### config.mk
export PLATFORM = sky130hd
export DESIGN_NAME = conv_frame_sequencer
export DESIGN_NICKNAME = d
export VERILOG_FILES = /design/src/rtl/conv_seq_pkg.sv /design/src/rtl/flex_counter.sv /design/src/rtl/conv_frame_sequencer.sv
export SDC_FILE = /design/constraint.sdc
export NUM_CORES = 1
export LEC_CHECK = 0
export BUFFER_PORTS_ARGS = -buffer_cell sky130_fd_sc_hd__buf_2
export CAP_MARGIN = 20
export CORE_UTILIZATION = 40
export CTS_BUF_LIST = sky130_fd_sc_hd__clkbuf_16
export DETAILED_ROUTE_END_ITERATION = 16
export PLACE_DENSITY = 0.58
export SKIP_CTS_REPAIR_TIMING = 1
export SYNTH_ARGS = -nofsm -noshare
export SYNTH_HDL_FRONTEND = slang
export SYNTH_SLANG_ARGS = --single-unit
### constraint.sdc
create_clock -name clk -period 3.2 [get_ports clk]
set_clock_uncertainty 0.05 [all_clocks]
set_input_delay 0.32 -clock clk [delete_from_list [all_inputs] [get_ports clk]]
set_output_delay 0.32 -clock clk [all_outputs]
set_load 0.005 [all_outputs]
### src/rtl/conv_seq_pkg.sv
// rtl/conv_seq_pkg.sv - shared types and constants for the convolver frame sequencer
package conv_seq_pkg;

    typedef enum logic [2:0] {
        IDLE     = 3'd0,
        WAIT_COL = 3'd1,
        LOAD     = 3'd2,
        HOLD     = 3'd3,
        DRAIN    = 3'd4
    } seq_state_t;

    localparam int MIN_WIDTH  = 3;
    localparam int MIN_HEIGHT = 1;
    localparam int COL_W      = 16;

endpackage

### src/rtl/flex_counter.sv
// rtl/flex_counter.sv - wrapping up-counter with programmable rollover value
module flex_counter #(
    parameter int NUM_BITS = 8
) (
    input  logic                clk,
    input  logic                n_rst,
    input  logic                clear,
    input  logic                count_enable,
    input  logic [NUM_BITS-1:0] rollover_val,
    output logic [NUM_BITS-1:0] count_out,
    output logic                rollover_flag
);

    // Flag marks the terminal count, so the next enabled step wraps to zero.
    assign rollover_flag = (count_out == rollover_val);

    always_ff @(posedge clk or negedge n_rst) begin
        if (!n_rst) begin
            count_out <= '0;
        end else if (clear) begin
            count_out <= '0;
        end else if (count_enable) begin
            if (rollover_flag) begin
                count_out <= '0;
            end else begin
                count_out <= count_out + NUM_BITS'(1);
            end
        end
    end

endmodule

### src/rtl/conv_frame_sequencer.sv
// rtl/conv_frame_sequencer.sv - feeds convolver sample loads from a column stream, tracking row/frame position
module conv_frame_sequencer
    import conv_seq_pkg::*;
#(
    parameter int WIDTH_BITS  = 8,
    parameter int HEIGHT_BITS = 8
) (
    input  logic                   clk,
    input  logic                   n_rst,
    input  logic                   start,
    input  logic                   abort,
    input  logic [WIDTH_BITS-1:0]  img_width,
    input  logic [HEIGHT_BITS-1:0] img_height,
    input  logic                   col_valid,
    input  logic [COL_W-1:0]       col_data,
    output logic                   col_ready,
    input  logic                   modwait,
    output logic [COL_W-1:0]       col_out,
    output logic                   sample_load_en,
    output logic                   new_row,
    output logic                   busy,
    output logic                   frame_done,
    output logic                   err,
    output logic [15:0]            frame_results
);

    seq_state_t state_q, state_d;

    logic [WIDTH_BITS-1:0]  width_q;
    logic [HEIGHT_BITS-1:0] height_q;
    logic [WIDTH_BITS-1:0]  col_cnt;
    logic [HEIGHT_BITS-1:0] row_cnt_unused;
    logic                   col_last, row_last, is_last_q;
    logic                   geom_ok, start_ok, handshake, done_set;
    logic [WIDTH_BITS-1:0]  width_m2;
    logic [15:0]            result_prod;

    assign geom_ok  = (img_width >= WIDTH_BITS'(MIN_WIDTH)) &&
                      (img_height >= HEIGHT_BITS'(MIN_HEIGHT));
    assign start_ok = (state_q == IDLE) && start && geom_ok;

    // Abort wins over a same-cycle handshake, so the column stays with the source.
    assign col_ready      = (state_q == WAIT_COL) && !modwait && !abort;
    assign handshake      = col_ready && col_valid;
    assign sample_load_en = (state_q == LOAD);
    assign new_row        = sample_load_en && (col_cnt == '0);
    assign busy           = (state_q != IDLE);

    assign width_m2    = img_width - WIDTH_BITS'(2);
    assign result_prod = 16'(width_m2) * 16'(img_height);

    flex_counter #(.NUM_BITS(WIDTH_BITS)) u_col_counter (
        .clk          (clk),
        .n_rst        (n_rst),
        .clear        (start_ok),
        .count_enable (sample_load_en),
        .rollover_val (width_q - WIDTH_BITS'(1)),
        .count_out    (col_cnt),
        .rollover_flag(col_last)
    );

    flex_counter #(.NUM_BITS(HEIGHT_BITS)) u_row_counter (
        .clk          (clk),
        .n_rst        (n_rst),
        .clear        (start_ok),
        .count_enable (sample_load_en && col_last),
        .rollover_val (height_q - HEIGHT_BITS'(1)),
        .count_out    (row_cnt_unused),
        .rollover_flag(row_last)
    );

    always_ff @(posedge clk or negedge n_rst) begin
        if (!n_rst) begin
            state_q <= IDLE;
        end else begin
            state_q <= state_d;
        end
    end

    always_comb begin
        state_d  = state_q;
        done_set = 1'b0;
        case (state_q)
            IDLE:     if (start_ok) state_d = WAIT_COL;
            WAIT_COL: begin
                if (abort)          state_d = IDLE;
                else if (handshake) state_d = LOAD;
            end
            LOAD:     state_d = abort ? IDLE : HOLD;
            HOLD: begin
                if (abort)          state_d = IDLE;
                else if (is_last_q) state_d = DRAIN;
                else                state_d = WAIT_COL;
            end
            DRAIN: begin
                if (abort) begin
                    state_d = IDLE;
                end else if (!modwait) begin
                    state_d  = IDLE;
                    done_set = 1'b1;
                end
            end
            default:  state_d = IDLE;
        endcase
    end

    always_ff @(posedge clk or negedge n_rst) begin
        if (!n_rst) begin
            col_out       <= '0;
            width_q       <= '0;
            height_q      <= '0;
            frame_results <= '0;
            is_last_q     <= 1'b0;
            frame_done    <= 1'b0;
            err           <= 1'b0;
        end else begin
            frame_done <= done_set;
            err        <= (state_q == IDLE) && start && !geom_ok;
            if (start_ok) begin
                width_q       <= img_width;
                height_q      <= img_height;
                frame_results <= result_prod;
            end
            if (handshake) begin
                col_out <= col_data;
            end
            // Counters hold the position of the column being loaded during LOAD.
            if (sample_load_en) begin
                is_last_q <= col_last && row_last;
            end
        end
    end

endmodule

Yosys cells after proc, flatten, opt, wreduce, memory -nomap -nowiden. Cells that the tools add are included.

Flip-flop bits (word level): 70. Input bits: 38. Output and inout bits: 38. Word-level logic and storage cells: 64.

Multipliers: 1. Add/sub/neg operators: 5. Reduce and logical (&&, ||, !) cells: 19. Equality and inequality tests: 9. $lt $le $gt $ge: 2. Mux-type cells: 18.

Operators by type and width (count): two-way mux 8 bit (6); two-way mux 3 bit (7); adder 8 x 1 -> 8 bit (second input constant) (2); == test 8 bit (2); multiplier 8 x 8 -> 16 bit (1); subtractor 8 x 1 -> 8 bit (second input constant) (2); one-hot mux 3 bit (5 select lines) (1); logical AND 1 bit (10); >= comparator 8 x 1 -> 1 bit (second input constant) (1); >= comparator 8 x 2 -> 1 bit (second input constant) (1); logical NOT 8 bit (1); subtractor 8 x 2 -> 8 bit (second input constant) (1); == test 3 x 2 -> 1 bit (second input constant) (2); inequality test 3 bit (second input constant) (2); nonzero test 2 bit (2); == test 3 x 1 -> 1 bit (second input constant) (1); == test 3 bit (second input constant) (1); logical NOT 1 bit (3); logical NOT 3 bit (1); two-way mux 1 bit (3); AND reduction 3 bit (1); nonzero test 3 bit (1); two-way mux 2 bit (1); inequality test 2 bit (second input constant) (1).

Longest topological paths before layout.
Depth in word-level cells: 7. Gate-level depth with buffers: 22. Gate-level depth less buffers: 21.

Modules after synthesis. Synthesis repeated with hierarchy kept, for this count alone.

Cell total of the unflattened synthesis: 607. Area, all modules: 5726.7 um2.

Modules (own cells, without submodules): conv_frame_sequencer (area each 4675.7 um2, sequential area each 1351.3 um2, times used 1, cells an instance 507); flex_counter (area each 525.5 um2, sequential area each 200.2 um2, times used 2, cells an instance 50).

Worst setup path before layout. OpenSTA, ideal clock, no wires.

Kind: in2reg. From: input port img_width[1]. To: register frame_results[15]. Required time: 3.016 ns. Cell stages on the path: 20. Slack: -1.809 ns. Arrival time: 4.825 ns. Path buffers: 1. Setup time: 0.134 ns. Path through: clkbuf_1 inv_1 ha_1 nand2_1 xor2_1 nor2b_1 fa_1 inv_1 fa_1 inv_1 fa_1 inv_1 fa_1 inv_1 ha_1 or3_1 o21a_1 a31o_2 xnor2_1 o21ai_0.

Longest elaborated chain between the ends: 3.

RTL lines: start: declaration (line conv_frame_sequencer.sv:12) `input logic [WIDTH_BITS-1:0] img_width,`; parallel branches: the longest is 3 deep, another holds multiplier 8 x 8 -> 16 bit; end signal: assignment (line conv_frame_sequencer.sv:122) `frame_results <= result_prod;`; end: declaration (line conv_frame_sequencer.sv:24) `output logic [15:0] frame_results`.

Several ways; the timed one is not identified. A chain may end at the register's enable or synchronous reset.

Worst setup path in the final report.
From: input port img_width[5]. To: register frame_results[14].

Same word-level chain as after synthesis.

==> flow_metrics.tcl <==
set metrics [dict create \
    rsz0062_at_grt "true" \
    hold_viol 0 \
    path_delay_family "adder cells" \
    synth_area_um2 5590 \
    relSlewSlack 0.328 \
    die_area_um2 14500 \
    hp-class "in2reg" \
    cts_buffer_depth 2 \
    synth_seq_cells 70 \
    num_antenna_cells 0 \
    grt_pass1_wl_um 22200 \
    clk_latency_ns 0.34 \
    synthTopCellsByArea "dfrtp_1 31%, fa_1 13%, ha_1 9.4%" \
    ys.flop_type "dfrtp_1" \
    synth_edf_count 0 \
    worst_setup_path_start_kind "primary input" \
    antenna_found_initial 0 \
    power_uw 5390 \
    cts_max_level 3 \
    crit_path_frequent_cell "fa_1" \
    routedWlPerCell_um 14.0 \
    setup_violations 11 \
    grt_max_degree 34 \
    fin_tns_setup_ns -10.42 \
    place.detailed.hpwl_um 9850 \
    worst_slack_ns -1.26 \
    io-pin-count 76 \
    yosys.area.top_type "dfrtp_1" \
    clock-sinks 70 \
    dr.pass1.iters 4 \
    start_util 0.416 \
    fin_crit_sh 1.39 \
    first_iter_violations 135 \
    final_layout_size_suffix_gt1_frac 0.301 \
    worst_ep_required_time_ns 3.35 \
    wl_um 12700 \
    max_stage_delay_ns 0.52 \
    path_max_fanout 5 \
    async_flop_share 1.00 \
    synth_warnings 0 \
    num_rows 42 \
    grt_pass1_vias 4611 \
    cts.clk_slew.worst_paths_ns 0.06 \
    synth_top_area_frac 0.313 \
    crit_type "in2reg" \
    vias_per_cell 4.94 \
    root_buffer "clkbuf_16" \
    fp.dieH_um 120 \
    synth_cells 596 \
    areaGrowthSynthToFinish_pct 28.2 \
    core_um2 13500 \
    min_period_ns 4.46 \
    synth_area_per_cell_um2 9.38 \
    synth.most_common_cell "nand2_1" \
    synthTopCellsByCount "74 x nand2_1, 70 x dfrtp_1, 68 x inv_1, 44 x nor2b_1, 42 x ha_1" \
    power_density_nw_per_um2 751 \
    ir_worst_vdd_v 0.000465 \
    crit_arrival_ns 4.61 \
    grtUsageTotal 0.193 \
    worstPathCellList "buf_6 > or3_4 > nor3_4 > xnor2_4 > nor2b_2 > fa_1 > fa_1 > fa_1 > inv_1 > fa_1 > inv_1 > ha_2 > or3_4 > a21o_1 > a31oi_1 > xor2_1 > o21ai_0" \
    critPathBufInv 3 \
    drc 0 \
    worstMarginPinSlew_ns 0.995 \
    cp_num_cells 17 \
    drt.antenna.violating_nets 0 \
    reg2regPathDepth 6 \
    max_freq_ghz 0.224 \
    ys_seq_area_frac 0.313 \
    cts_buffers 9 \
    p_leak_uw 0.00355 \
    io_buffers 75 \
    status "finished, violations left" \
    grt_overflow 0 \
    vias 4485 \
    synthDistinctLibCells 53 \
    maxCapViolCount 0 \
    cts_tree "built" \
    crit_path_top_delay_cell "fa_1" \
    routabilityCongestion 0.820 \
    drv_slew 0 \
    synth_nets 712 \
    fp.dieW_um 120 \
    finish.net_count 842 \
    crit_path_end_kind "flip-flop" \
    violations "negative setup slack" \
    hold_depth 2 \
]
==> state kept, by name, summed over array words and instances, names as in the netlist <==
signal and flops:
height_q 8, err 1, col_out 16, is_last_q 1, frame_results 16, u_row_counter.count_out 8, state_q 3, u_col_counter.count_out 8
width_q 8, frame_done 1
==> path summary, 6_finish.rpt <==
kind	start	end	slack, ns
max	img_width[5]	frame_results[14]$_DFFE_PN0P_	-1.26
min	modwait	frame_done$_DFF_PN0_	0.12
max reg2reg	width_q[2]$_DFFE_PN0P_	u_row_counter.count_out[1]$_DFFE_PN0P_	0.40
min reg2reg	frame_results[2]$_DFFE_PN0P_	frame_results[2]$_DFFE_PN0P_	0.43
max in group asynchronous	n_rst	frame_results[14]$_DFFE_PN0P_	1.88
min in group asynchronous	n_rst	err$_DFF_PN0_	0.47
==> through the flow <==
stage,hold slack [ns],std cells,instance area [µm²],util,setup slack [ns]
after floorplan,-0.0256,596,5770,-,-1.31
after global placement,0.302,888,6740,0.501,-1.59
after detailed placement,0.302,888,6740,0.501,-1.62
after CTS,-0.0620,904,7040,0.523,-1.29
after global routing,0.110,907,7170,0.533,-1.44
final,0.118,907,7170,0.533,-1.26
==> cells by family (layout without fill, tap and decap cells) <==
logic type / count (synthesis) / after routing / share of synthesized area
fa+ha+maj: 78 / 78 / 0.223
xor+xnor: 39 / 39 / 0.0611
simple gates: 220 / 220 / 0.212
buf+inv: 91 / 226 / 0.0611
flops: 70 / 70 / 0.313
mux: 16 / 16 / 0.0322
compound gates: 82 / 82 / 0.0978
==> where the power goes <==
group,switching [µW],internal [µW]
clock,393,604
combinational,1450,1450
sequential,280,1210
==> area by class of cell <==
class,instances,area (µm²)
fillers,1295,6280
multi-input cells,435,3740
flip-flops and latches,70,1750
repair buffers,142,900
inverters,68,260
clock buffers,9,225
well taps,176,220
clock inverters,7,72.6
==> layer usage <==
metal,up-vias,GRT usage,wire length (µm)
met4,0,0.0370,82
met5,-,0,0
met2,66,0.306,5920
li1,2233,-,-
met1,2179,0.268,6240
met3,7,0.0481,415
==> placed cells by master, fill, tap and decap left out, types with 3 or more instances in the layout <==
| master | count |
|---|---|
| xnor2_1 | 13 |
| nor2b_2 | 4 |
| ha_4 | 4 |
| dfrtp_1 | 70 |
| inv_1 | 66 |
| ha_1 | 35 |
| nor2b_1 | 40 |
| nor3_1 | 5 |
| mux2_2 | 16 |
| nand2b_1 | 13 |
| nand3_1 | 6 |
| nand2_1 | 73 |
| a31oi_1 | 5 |
| buf_4 | 67 |
| o21ai_1 | 4 |
| nand4_1 | 4 |
| or3b_2 | 3 |
| ha_2 | 3 |
| xor2_1 | 20 |
| clkbuf_16 | 9 |
| and2_1 | 13 |
| buf_2 | 72 |
| fa_1 | 36 |
| nor2_1 | 18 |
| nor4_1 | 7 |
| a21o_1 | 7 |
| and3_1 | 5 |
| or3b_1 | 3 |
| a21oi_1 | 12 |
| o21ai_0 | 26 |
Power figures use the tool's default switching activity.
